File: src/rtl/btn_gates_debounced.sv
//==============================================================================
// Module : btn_gates_debounced
// Brief  : Per-button sync + debounce, AND/OR/XOR reductions and a press toggle.
// Rev    : 1.0
//==============================================================================
`default_nettype none

module btn_gates_debounced #(
  parameter int N_BTN           = 2,
  parameter int DEBOUNCE_CYCLES = 50000
) (
  input  logic             CLK,
  input  logic             RESET,
  input  logic [N_BTN-1:0] BTN,
  output logic [3:0]       LED
);

  localparam int                 c_CNT_W   = (DEBOUNCE_CYCLES > 1) ? $clog2(DEBOUNCE_CYCLES) : 1;
  localparam logic [c_CNT_W-1:0] c_CNT_MAX = c_CNT_W'(DEBOUNCE_CYCLES - 1);
  localparam logic [c_CNT_W-1:0] c_CNT_ONE = c_CNT_W'(1);

  logic [N_BTN-1:0] r_s1;
  logic [N_BTN-1:0] r_s2;
  logic [N_BTN-1:0] r_stable;
  logic             r_prev0;
  logic             r_toggle;
  logic             w_press;

  always_ff @(posedge CLK or posedge RESET) begin
    if (RESET) begin
      r_s1 <= '0;
      r_s2 <= '0;
    end else begin
      r_s1 <= BTN;
      r_s2 <= r_s1;
    end
  end

  genvar gi;
  generate
    for (gi = 0; gi < N_BTN; gi++) begin : g_btn
      logic [c_CNT_W-1:0] r_cnt;

      // Any cycle of agreement restarts the count, so the counter never wraps.
      always_ff @(posedge CLK or posedge RESET) begin
        if (RESET) begin
          r_cnt        <= '0;
          r_stable[gi] <= 1'b0;
        end else if (r_s2[gi] == r_stable[gi]) begin
          r_cnt <= '0;
        end else if (r_cnt == c_CNT_MAX) begin
          r_cnt        <= '0;
          r_stable[gi] <= r_s2[gi];
        end else begin
          r_cnt <= r_cnt + c_CNT_ONE;
        end
      end
    end
  endgenerate

  assign w_press = r_stable[0] & ~r_prev0;

  always_ff @(posedge CLK or posedge RESET) begin
    if (RESET) begin
      r_prev0  <= 1'b0;
      r_toggle <= 1'b0;
    end else begin
      r_prev0 <= r_stable[0];
      if (w_press) begin
        r_toggle <= ~r_toggle;
      end
    end
  end

  // Reductions look only at debounced state, keeping the LEDs glitch-free.
  assign LED[0] = &r_stable;
  assign LED[1] = |r_stable;
  assign LED[2] = ^r_stable;
  assign LED[3] = r_toggle;

endmodule

`default_nettype wire

File: config.mk
export PLATFORM = sky130hd
export DESIGN_NAME = btn_gates_debounced
export DESIGN_NICKNAME = d
export VERILOG_FILES = /design/src/rtl/btn_gates_debounced.sv
export SDC_FILE = /design/constraint.sdc
export NUM_CORES = 1
export LEC_CHECK = 0
export CORE_MARGIN = 2
export CORE_UTILIZATION = 35
export DETAILED_ROUTE_END_ITERATION = 6
export GPL_ROUTABILITY_DRIVEN = 0
export HOLD_SLACK_MARGIN = 0.05
export PLACE_DENSITY = 0.51
export SYNTH_ARGS = -nofsm -noshare
export SYNTH_HDL_FRONTEND = slang
export SYNTH_SLANG_ARGS = --single-unit
File: constraint.sdc
create_clock -name CLK -period 4.5 [get_ports CLK]
set_input_delay 1.35 -clock CLK [delete_from_list [all_inputs] [get_ports CLK]]
set_output_delay 1.35 -clock CLK [all_outputs]
set_load 0.005 [all_outputs]
==> impl_results.md, run 1 <==
* Status: complete, no violations
* Final setup viols at 0
* FILL cells at approximately 540
* TritonCTS Buffers at 5
* WHS Path Cells at 0
* Sequential fraction of the synthesis area at 0.523
* Area growth, synth to finish at 13.1%
* Final net count at around 200
* Layout cells sized above 1 at 0.0761
* Initial core utilization at 0.368
* Root Driver: clkbuf_8
* Multi-input gate area at roughly 850 um2
* Count of input and output buffers at 7
* Routed vias at around 1,300
* Post-synth EDFFs at 0
* Initial drt markers at between 60 and 70
* Clock Latency Late Sink at slightly below 0.3 ns
* Vias in the first global route at ~1,300
* Initial antenna violation count at 0
* Inst Count DP at 259
* HPWL after DPL at 2.39 mm
* WP data arrival at about 1.6 ns
* Final worst-path cycle share at 0.649
* Clk sink count at 40
* Yosys reg bits at 40
* CP endpoint kind: primary output
* Final Max Tran Viols at 0
* Top-area cell type share of the netlist area at 0.523
* Hold Buf Count CTS at 0
* Setup TNS at 0 ns
* FP Rows at 26
* Cells on worst reg2reg path at 4
* Synth cell types at 32
* Slew margin rel. at 0.418
* Final hold slack at around 0.36 ns
* Power, Total at just under 700 uW
* GRT Util Overall at 0.131
* Fin cells at about 270
* Post-cts gate resize count at 0
* Leak at 0.884 nW
* Worst hold path type: reg2reg
* CTS H-Tree Depth at 2
* Vias per cell at approximately 5.0
* Worst EP required at approximately 3.2 ns
* PnR worst setup slack at roughly 1.6 ns
* CTS tree: done
* IO Pins at 8
* Mapped Cells at between 150 and 200
* Synth Net Count at between 150 and 200
* Netlist area before placement at about 1900 um2
* Tmin final at ~2.9 ns
* RSZ-0062 raised after global routing: no
* Primary FF master, synth: dfrtp_1
* Max Cap Viol at 0
* Vert. Die Dim at between 70 and 80 um
* Post-Place Worst Slack at roughly 1.9 ns
* Chip Width at slightly below 80 um
* Cells taking the most area after synthesis: dfrtp_1 52%, xnor2_1 9.6%, nor2_1 6.3%
* First-pass GRT wire length at about 6.3 mm
* Most common library cells after synthesis: 40 x dfrtp_1, 32 x nor2_1, 21 x xnor2_1
* Warning count from the yosys run at 0
* Clk slew on worst S/H paths at about 0.070 ns
* Cell taking the most area after synthesis: dfrtp_1
* Max VDD drop at between 0.00015 and 0.0002 V
* CP Class: reg2out
* Skew final at between 0.004 and 0.005 ns
* Wire length per cell at roughly 13 um
* Worst r2r src: g_btn[0].r_cnt[12]
* Residual DRC count at 0
* Crit start category: flip-flop
* # diodes at 0
* Reg2Reg Setup Slack at 2.45 ns
* Worst-path maximum fanout at 6
* Endpoint of the worst-slack reg-to-reg timing path: g_btn[0].r_cnt[4]
* Syn_area_per_cell at ~10 um2
* Postcts setup bufs at 0
* Clk buf depth at 2
* Largest net degree at the start of global routing at between 40 and 50
* Post-Route WL at between 3 and 4 mm
* Register Area at about 1000 um2
* CORE AREA at between 5000 and 6000 um2
* CP startpoint: r_stable[0]
* Critical Path Sink: LED[2]
* Final hold vios at 0
* Async set or reset register ratio after synthesis at 1.00
* First-pass detailed-route iteration total at 4
* Slew of the pin with the lowest slew margin at 0.871 ns
* Total gr overflow at 0
* Power Dens Cells at 316 nW/um2
* Most frequent cell after synthesis: dfrtp_1
* Final ANT Viol Nets at 0
* Achievable Freq at 342 MHz
* DIE AREA at a little over 6000 um2
[stage by stage]
step / util / area, um2
2_1_floorplan: - / 1910
3_3_place_gp: 0.395 / 2060
5_1_grt: 0.416 / 2160
3_5_place_dp: 0.395 / 2060
4_1_cts: 0.416 / 2160
6_report: 0.416 / 2160
[how the worst min path moves through the flow]
stage                     slack (ns)    start      end
after floorplan                 0.33  r_s1[0]  r_s2[0]
after CTS                       0.37  r_s1[0]  r_s2[0]
final                           0.36  r_s1[0]  r_s2[0]
after detailed placement        0.35  r_s1[0]  r_s2[0]
after global routing            0.37  r_s1[1]  r_s2[1]
after global placement          0.34  r_s1[1]  r_s2[1]
[cell families (layout without fill, tap and decap cells)]
logic type,count (synthesis),after routing,synth area share
AND/OR/NAND/NOR,89,89,0.242
flip-flops,40,40,0.523
XOR/XNOR,28,28,0.128
buffers and inverters,14,27,0.0333
AO/OA/AOI/OAI,7,7,0.0359
adder cells (fa/ha/maj),4,4,0.0261
multiplexers,2,2,0.0118
[report_power, final]
part	switching (mW)	leakage [nW]	internal, mW	total, mW
Sequential	0.00590	0.545	0.365	0.371
Combinational	0.0161	0.284	0.00857	0.0246
Clock	0.124	0.0552	0.165	0.288
[registers in the layout, summed over array words and instances (netlist names)]
signal,count
g_btn.r_cnt,32
r_s1,2
r_s2,2
r_stable,2
r_prev0,1
r_toggle,1
[routing by layer]
layer,track usage,wire (um)
met5,0,0
met3,0.0372,152
met2,0.185,1470
met4,0.0526,62
met1,0.189,1730
[worst max-delay path: stages (launching register included)]
cell	delay (ns)
dfrtp_1	0.44
inv_1	0.08
ha_1	0.27
clkdlybuf4s50_1	0.49
[layout make-up]
class	count	area share
flip-flops and latches	40	0.462
repair buffers	8	0.0358
clock buffers	6	0.0335
well taps	70	0.0405
inverters	11	0.0191
clock inverters	2	0.0162
multi-input cells	130	0.392
[layout by cell type, fill, tap and decap left out, types with 2 or more instances in the layout]
master,n
dfrtp_1,40
nand4_1,8
a21oi_1,2
and3_1,4
xnor2_1,21
clkdlybuf4s50_1,7
or3_1,4
nand3_1,8
nor3_1,5
nor2_1,32
nand2_1,9
nor4_1,9
inv_1,11
ha_1,4
xor2_1,7
nor4bb_1,2
mux2_2,2
clkbuf_8,5
Note: power is estimated with default switching activity, not from simulation.
==> run 2: changes to the inputs <==
--- a/config.mk
+++ b/config.mk
@@ -10,7 +10,7 @@
 export DETAILED_ROUTE_END_ITERATION = 6
 export GPL_ROUTABILITY_DRIVEN = 0
 export HOLD_SLACK_MARGIN = 0.05
-export PLACE_DENSITY = 0.51
+export PLACE_DENSITY = 0.53
 export SYNTH_ARGS = -nofsm -noshare
 export SYNTH_HDL_FRONTEND = slang
 export SYNTH_SLANG_ARGS = --single-unit
==> constraint.sdc (replaced) <==
create_clock -name CLK -period 2.62 [get_ports CLK]
set_input_delay 0.786 -clock CLK [delete_from_list [all_inputs] [get_ports CLK]]
set_output_delay 0.786 -clock CLK [all_outputs]
set_load 0.005 [all_outputs]
==> run 2 against run 1 <==
Compared with the run above: via count increased by 1.1%; combinational power increased by 74%; cell count unchanged; sequential cell count stayed put; first-iteration DRC count fell by 35%; sequential power increased by 72%; critical path type unchanged; critical endpoint unchanged; highest routed layer unchanged.
==> impl_results.md, run 2 (synthesis results as in run 1) <==
* Initial antenna violation count at 0 (unchanged)
* Status: complete, no violations
* Post-cts gate resize count at 0 (unchanged)
* Slew of the pin with the lowest slew margin at 0.495 ns (-0.376 ns)
* Vert. Die Dim at 78.0 um (unchanged)
* Initial drt markers at 44 (-35%)
* Most common cell after layout, fill and taps aside: dfrtp_1
* # diodes at 0 (unchanged)
* Commonest cells after routing, fill and taps aside: 40 x dfrtp_1, 32 x nor2_1, 21 x xnor2_1, 11 x inv_1
* TritonCTS Buffers at 5 (unchanged)
* Achievable Freq at 425 MHz
* Wire length per cell at 12.2 um (-4.2%)
* WP data arrival at 1.57 ns (about the same)
* Max Cap Viol at 0 (unchanged)
* Initial core utilization at 0.368 (unchanged)
* Tmin final at about 2.4 ns
* CTS H-Tree Depth at 2 (unchanged)
* Leak at 0.874 nW (-1.1%)
* Crit start category: flip-flop
* Worst hold path type: reg2reg
* FP Rows at 26 (unchanged)
* DIE AREA at 6080 um2 (unchanged)
* Power, Total at 1.06 mW (+55%)
* Setup TNS at 0 ns (unchanged)
* CP Class: reg2out
* Most flop-heavy register: g_btn.r_cnt
* Vias in the first global route at 1,248 (-4.9%)
* First-pass detailed-route iteration total at 4 (unchanged)
* RSZ-0062 raised after global routing: no
* Clock Latency Late Sink at 0.29 ns (about the same)
* CORE AREA at 5200 um2 (unchanged)
* Max VDD drop at 0.000297 V (+60%)
* Vias per cell at 5.01 (+1.1%)
* Count of input and output buffers at 7 (unchanged)
* Residual DRC count at 0 (unchanged)
* Clk sink count at 40 (unchanged)
* Final net count at 205 (+0.49%)
* Final setup viols at 0 (unchanged)
* Final worst-path cycle share at 0.898
* Postcts setup bufs at 0 (unchanged)
* Skew final at 0.00395 ns (-0.000950 ns)
* Post-Route WL at 3.27 mm (-4.2%)
* FILL cells at 513 (-5.2%)
* Area growth, synth to finish at 11.9%
* GRT Util Overall at 0.119 (-0.0124)
* Layout cells sized above 1 at 0.0761 (unchanged)
* CTS tree: done
* Largest net degree at the start of global routing at 41 (unchanged)
* Power Dens Cells at 494 nW/um2 (+56%)
* Worst-path maximum fanout at 6 (unchanged)
* HPWL after DPL at 2.35 mm (-1.7%)
* Max FFs per register at 32 (unchanged)
* Worst EP required at 1.83 ns (-1.32 ns)
* First-pass GRT wire length at 5.67 mm (-9.7%)
* Clk buf depth at 2 (unchanged)
* Final hold vios at 0 (unchanged)
* Final ANT Viol Nets at 0 (unchanged)
* IO Pins at 8 (unchanged)
* CP endpoint kind: primary output
* Hold Buf Count CTS at 0 (unchanged)
* Root Driver: clkbuf_8
* Routed vias at 1,339 (+1.1%)
* Final Max Tran Viols at 0 (unchanged)
* Slew margin rel. at 0.669 (+0.252)
* Clk slew on worst S/H paths at 0.07 ns (about the same)
* Total gr overflow at 0 (unchanged)
* Chip Width at 78.0 um (unchanged)
-- run 2: cell types whose count changed in the layout (fill, tap and decap cells not counted) --
cell       change
buf_4          +1
bufinv_16      -1
-- run 2: cell type report --
type / instances / area [um2] / share of cell area
Clock buffer: 6 / 72.6 / 0.0339
Clock inverter: 1 / 5.00 / 0.00234
Inverter: 11 / 41.3 / 0.0193
Multi-Input combinational cell: 130 / 850 / 0.397
Sequential cell: 40 / 1000 / 0.467
Tap cell: 70 / 87.6 / 0.0409
Timing Repair Buffer: 9 / 85.1 / 0.0397
-- run 2: worst paths after layout --
path                            slack (ns)  cells past startpoint                end                from
max in group asynchronous             1.36                      3  g_btn[0].r_cnt[2]               RESET
worst max-delay path                  0.27                      3             LED[2]         r_stable[0]
worst max register to register        0.74                      5  g_btn[0].r_cnt[4]  g_btn[0].r_cnt[12]
worst min-delay path                  0.35                      0            r_s2[0]             r_s1[0]
min in group asynchronous             0.92                      3  g_btn[1].r_cnt[3]               RESET
worst min register to register        0.35                      0            r_s2[0]             r_s1[0]
-- run 2: power by group --
| group | switching, mW | internal, mW |
|---|---|---|
| clock | 0.197 | 0.181 |
| sequential | 0.0100 | 0.628 |
| combinational | 0.0273 | 0.0154 |
| total | 0.234 | 0.824 |
-- run 2: worst max-delay path: stages (launching register included) --
cell             delay (ns)
dfrtp_1                0.44
inv_1                  0.07
ha_1                   0.28
clkdlybuf4s50_1        0.49
-- run 2: stage by stage --
step,std cells,hold WS [ns],worst slack [ns],instance area (um2),util
detailed placement,260,0.338,0.574,2060,0.397
global route,267,0.360,0.160,2140,0.412
global placement,260,0.335,0.602,2060,0.397
CTS,267,0.352,0.248,2140,0.412
floorplan,184,0.331,0.916,1910,-
finish,267,0.350,0.266,2140,0.412
-- run 2: layer usage --
| layer | share of wire | vias up | GRT usage |
|---|---|---|---|
| met1 | 0.50 | 657 | 0.160 |
| met3 | 0.045 | 6 | 0.0314 |
| li1 | - | 650 | - |
| met2 | 0.43 | 26 | 0.178 |
| met5 | 0 | - | 0 |
| met4 | 0.021 | 0 | 0.0579 |
==> run 3: changes to the inputs <==
--- a/config.mk
+++ b/config.mk
@@ -5,12 +5,16 @@
 export SDC_FILE = /design/constraint.sdc
 export NUM_CORES = 1
 export LEC_CHECK = 0
+export CAP_MARGIN = 20
+export CELL_PAD_IN_SITES_DETAIL_PLACEMENT = 1
+export CELL_PAD_IN_SITES_GLOBAL_PLACEMENT = 2
 export CORE_MARGIN = 2
 export CORE_UTILIZATION = 35
 export DETAILED_ROUTE_END_ITERATION = 6
 export GPL_ROUTABILITY_DRIVEN = 0
 export HOLD_SLACK_MARGIN = 0.05
-export PLACE_DENSITY = 0.53
+export PLACE_DENSITY = 0.73
+export SETUP_SLACK_MARGIN = 0.02
 export SYNTH_ARGS = -nofsm -noshare
 export SYNTH_HDL_FRONTEND = slang
 export SYNTH_SLANG_ARGS = --single-unit
==> run 3 against run 2 <==
Compared with the run above: critical path depth is the same; total power grew 14%; die area is the same; largest power group unchanged; critical endpoint unchanged.
==> impl_results.md, run 3 (synthesis results as in run 1) <==
* Status: complete, no violations
* Slew of the pin with the lowest slew margin at 0.504 ns (+0.00877 ns)
* Clk buf depth at 2 (unchanged)
* Achievable Freq at 416 MHz (-2.2%)
* Largest net degree at the start of global routing at 41 (unchanged)
* Final hold slack at 0.356 ns (+0.00596 ns)
* Routed vias at 1,318 (-1.6%)
* CP cell instances: inv_1, ha_1, clkdlybuf4s50_1
* Initial drt markers at 21 (-52%)
* Final setup viols at 0 (unchanged)
* CTS H-Tree Depth at 2 (unchanged)
* IO Pins at 8 (unchanged)
* Final Max Tran Viols at 0 (unchanged)
* # diodes at 0 (unchanged)
* Cells on worst reg2reg path at 4 (-1)
* Most common cell after layout, fill and taps aside: dfrtp_1
* Post-cts gate resize count at 0 (unchanged)
* Clk sink count at 40 (unchanged)
* Max FFs per register at 32 (unchanged)
* Wire length per cell at 13.7 um (+12%)
* CP Class: reg2out
* Post-Route WL at 3.67 mm (+12%)
* Commonest cells after routing, fill and taps aside: 40 x dfrtp_1, 32 x nor2_1, 21 x xnor2_1, 11 x inv_1
* Vias per cell at 4.92 (-1.9%)
* Worst EP required at 1.83 ns (about the same)
* Worst r2r src: g_btn[0].r_cnt[10]
* Most flop-heavy register: g_btn.r_cnt
* WHS Path Cells at 0 (unchanged)
* Initial core utilization at 0.368 (unchanged)
* Worst path max stage delay at 0.52 ns (+0.03 ns)
* Vert. Die Dim at 78.0 um (unchanged)
* FP Rows at 26 (unchanged)
* RSZ-0062 raised after global routing: no
* GRT Util Overall at 0.136 (+0.0168)
* First-pass detailed-route iteration total at 4 (unchanged)
* Clock Latency Late Sink at 0.29 ns (about the same)
* Reg2Reg Setup Slack at 0.73 ns (about the same)
* Hold Path Sink: r_s2[0]
* Postcts setup bufs at 0 (unchanged)
* Crit start category: flip-flop
* Crit-path slowest cell: clkdlybuf4s50_1
* Final ANT Viol Nets at 0 (unchanged)
* TritonCTS Buffers at 5 (unchanged)
* FILL cells at 590 (+15%)
* Vias in the first global route at 1,400 (+12%)
* Max Cap Viol at 0 (unchanged)
* Worst hold path type: reg2reg
* Count of input and output buffers at 7 (unchanged)
* Setup TNS at 0 ns (unchanged)
* CP endpoint kind: primary output
* Endpoint of the worst-slack reg-to-reg timing path: g_btn[0].r_cnt[12]
* Area growth, synth to finish at 14.2%
* Chip Width at 78.0 um (unchanged)
* Initial antenna violation count at 0 (unchanged)
* Hold Path Origin: r_s1[0]
* Root Driver: clkbuf_8
* WP data arrival at 1.62 ns (+0.05 ns)
* Final net count at 205 (unchanged)
* Skew final at 0.00463 ns (+0.000680 ns)
* First-pass GRT wire length at 6.55 mm (+15%)
* Final hold vios at 0 (unchanged)
* Residual DRC count at 0 (unchanged)
* Worst-path maximum fanout at 6 (unchanged)
* Total gr overflow at 0 (unchanged)
* DIE AREA at 6080 um2 (unchanged)
* HPWL after DPL at 2.66 mm (+13%)
* Hold Buf Count CTS at 0 (unchanged)
* Layout cells sized above 1 at 0.0859 (+0.00972)
* Power Dens Cells at 552 nW/um2 (+12%)
* Tmin final at 2.41 ns (+0.0523 ns)
* Clk slew on worst S/H paths at 0.08 ns (about the same)
* Max VDD drop at 0.000297 V (+0.13%)
* Slew margin rel. at 0.664 (-0.00505)
* Final worst-path cycle share at 0.918 (+0.0200)
* Leak at 0.895 nW (+2.3%)
* CTS tree: done
* CORE AREA at 5200 um2 (unchanged)
==> run 3: cell count changes in the layout (fill, tap and decap cells not counted) <==
cell and delta:
bufinv_16 +1, clkbuf_1 -1, clkbuf_8 +1, clkinv_2 -1
clkinv_4 +1
==> run 3: worst max-delay path, delay by kind of cell, from the launching register on <==
family | cells | cell delay, ns
adders and majority gates | 1 | 0.29
buffers and inverters | 2 | 0.59
DFF | 1 | 0.45
==> run 3: worst max path at each step <==
stage,cells past startpoint,endpoint,start
global placement,3,LED[2],r_stable[0]
finish,3,LED[2],r_stable[0]
CTS,3,LED[2],r_stable[0]
global route,3,LED[2],r_stable[0]
floorplan,1,g_btn[0].r_cnt[0],RESET
detailed placement,3,LED[2],r_stable[0]
==> run 3: layer usage <==
metal / track usage / vias to the layer above / share of wire
met5: 0 / - / 0
met4: 0.0368 / 0 / 0.0093
met3: 0.0314 / 4 / 0.020
met2: 0.237 / 8 / 0.53
met1: 0.168 / 655 / 0.44
li1: - / 651 / -
==> run 3: layout make-up <==
type	instances	area, um2	area share
Inverter	11	41.3	0.0189
Clock buffer	6	82.6	0.0378
Timing Repair Buffer	9	85.1	0.0389
Multi-Input combinational cell	130	850	0.389
Clock inverter	2	38.8	0.0177
Tap cell	70	87.6	0.0401
Sequential cell	40	1000	0.458
==> run 3: through the flow <==
step,cells,area (um2),power (mW),util,setup slack [ns]
floorplan,184,1910,0.678,-,0.916
global placement,260,2060,0.693,0.397,0.608
detailed placement,260,2060,0.695,0.397,0.522
CTS,268,2190,1.23,0.420,0.195
global route,268,2190,1.27,0.420,0.139
finish,268,2190,1.21,0.420,0.214
==> run 3: power by group <==
group / internal, mW / total (mW) / switching (mW)
Combinational: 0.0155 / 0.0431 / 0.0277
Clock: 0.311 / 0.527 / 0.216
Sequential: 0.627 / 0.637 / 0.00982
Total: 0.954 / 1.21 / 0.253
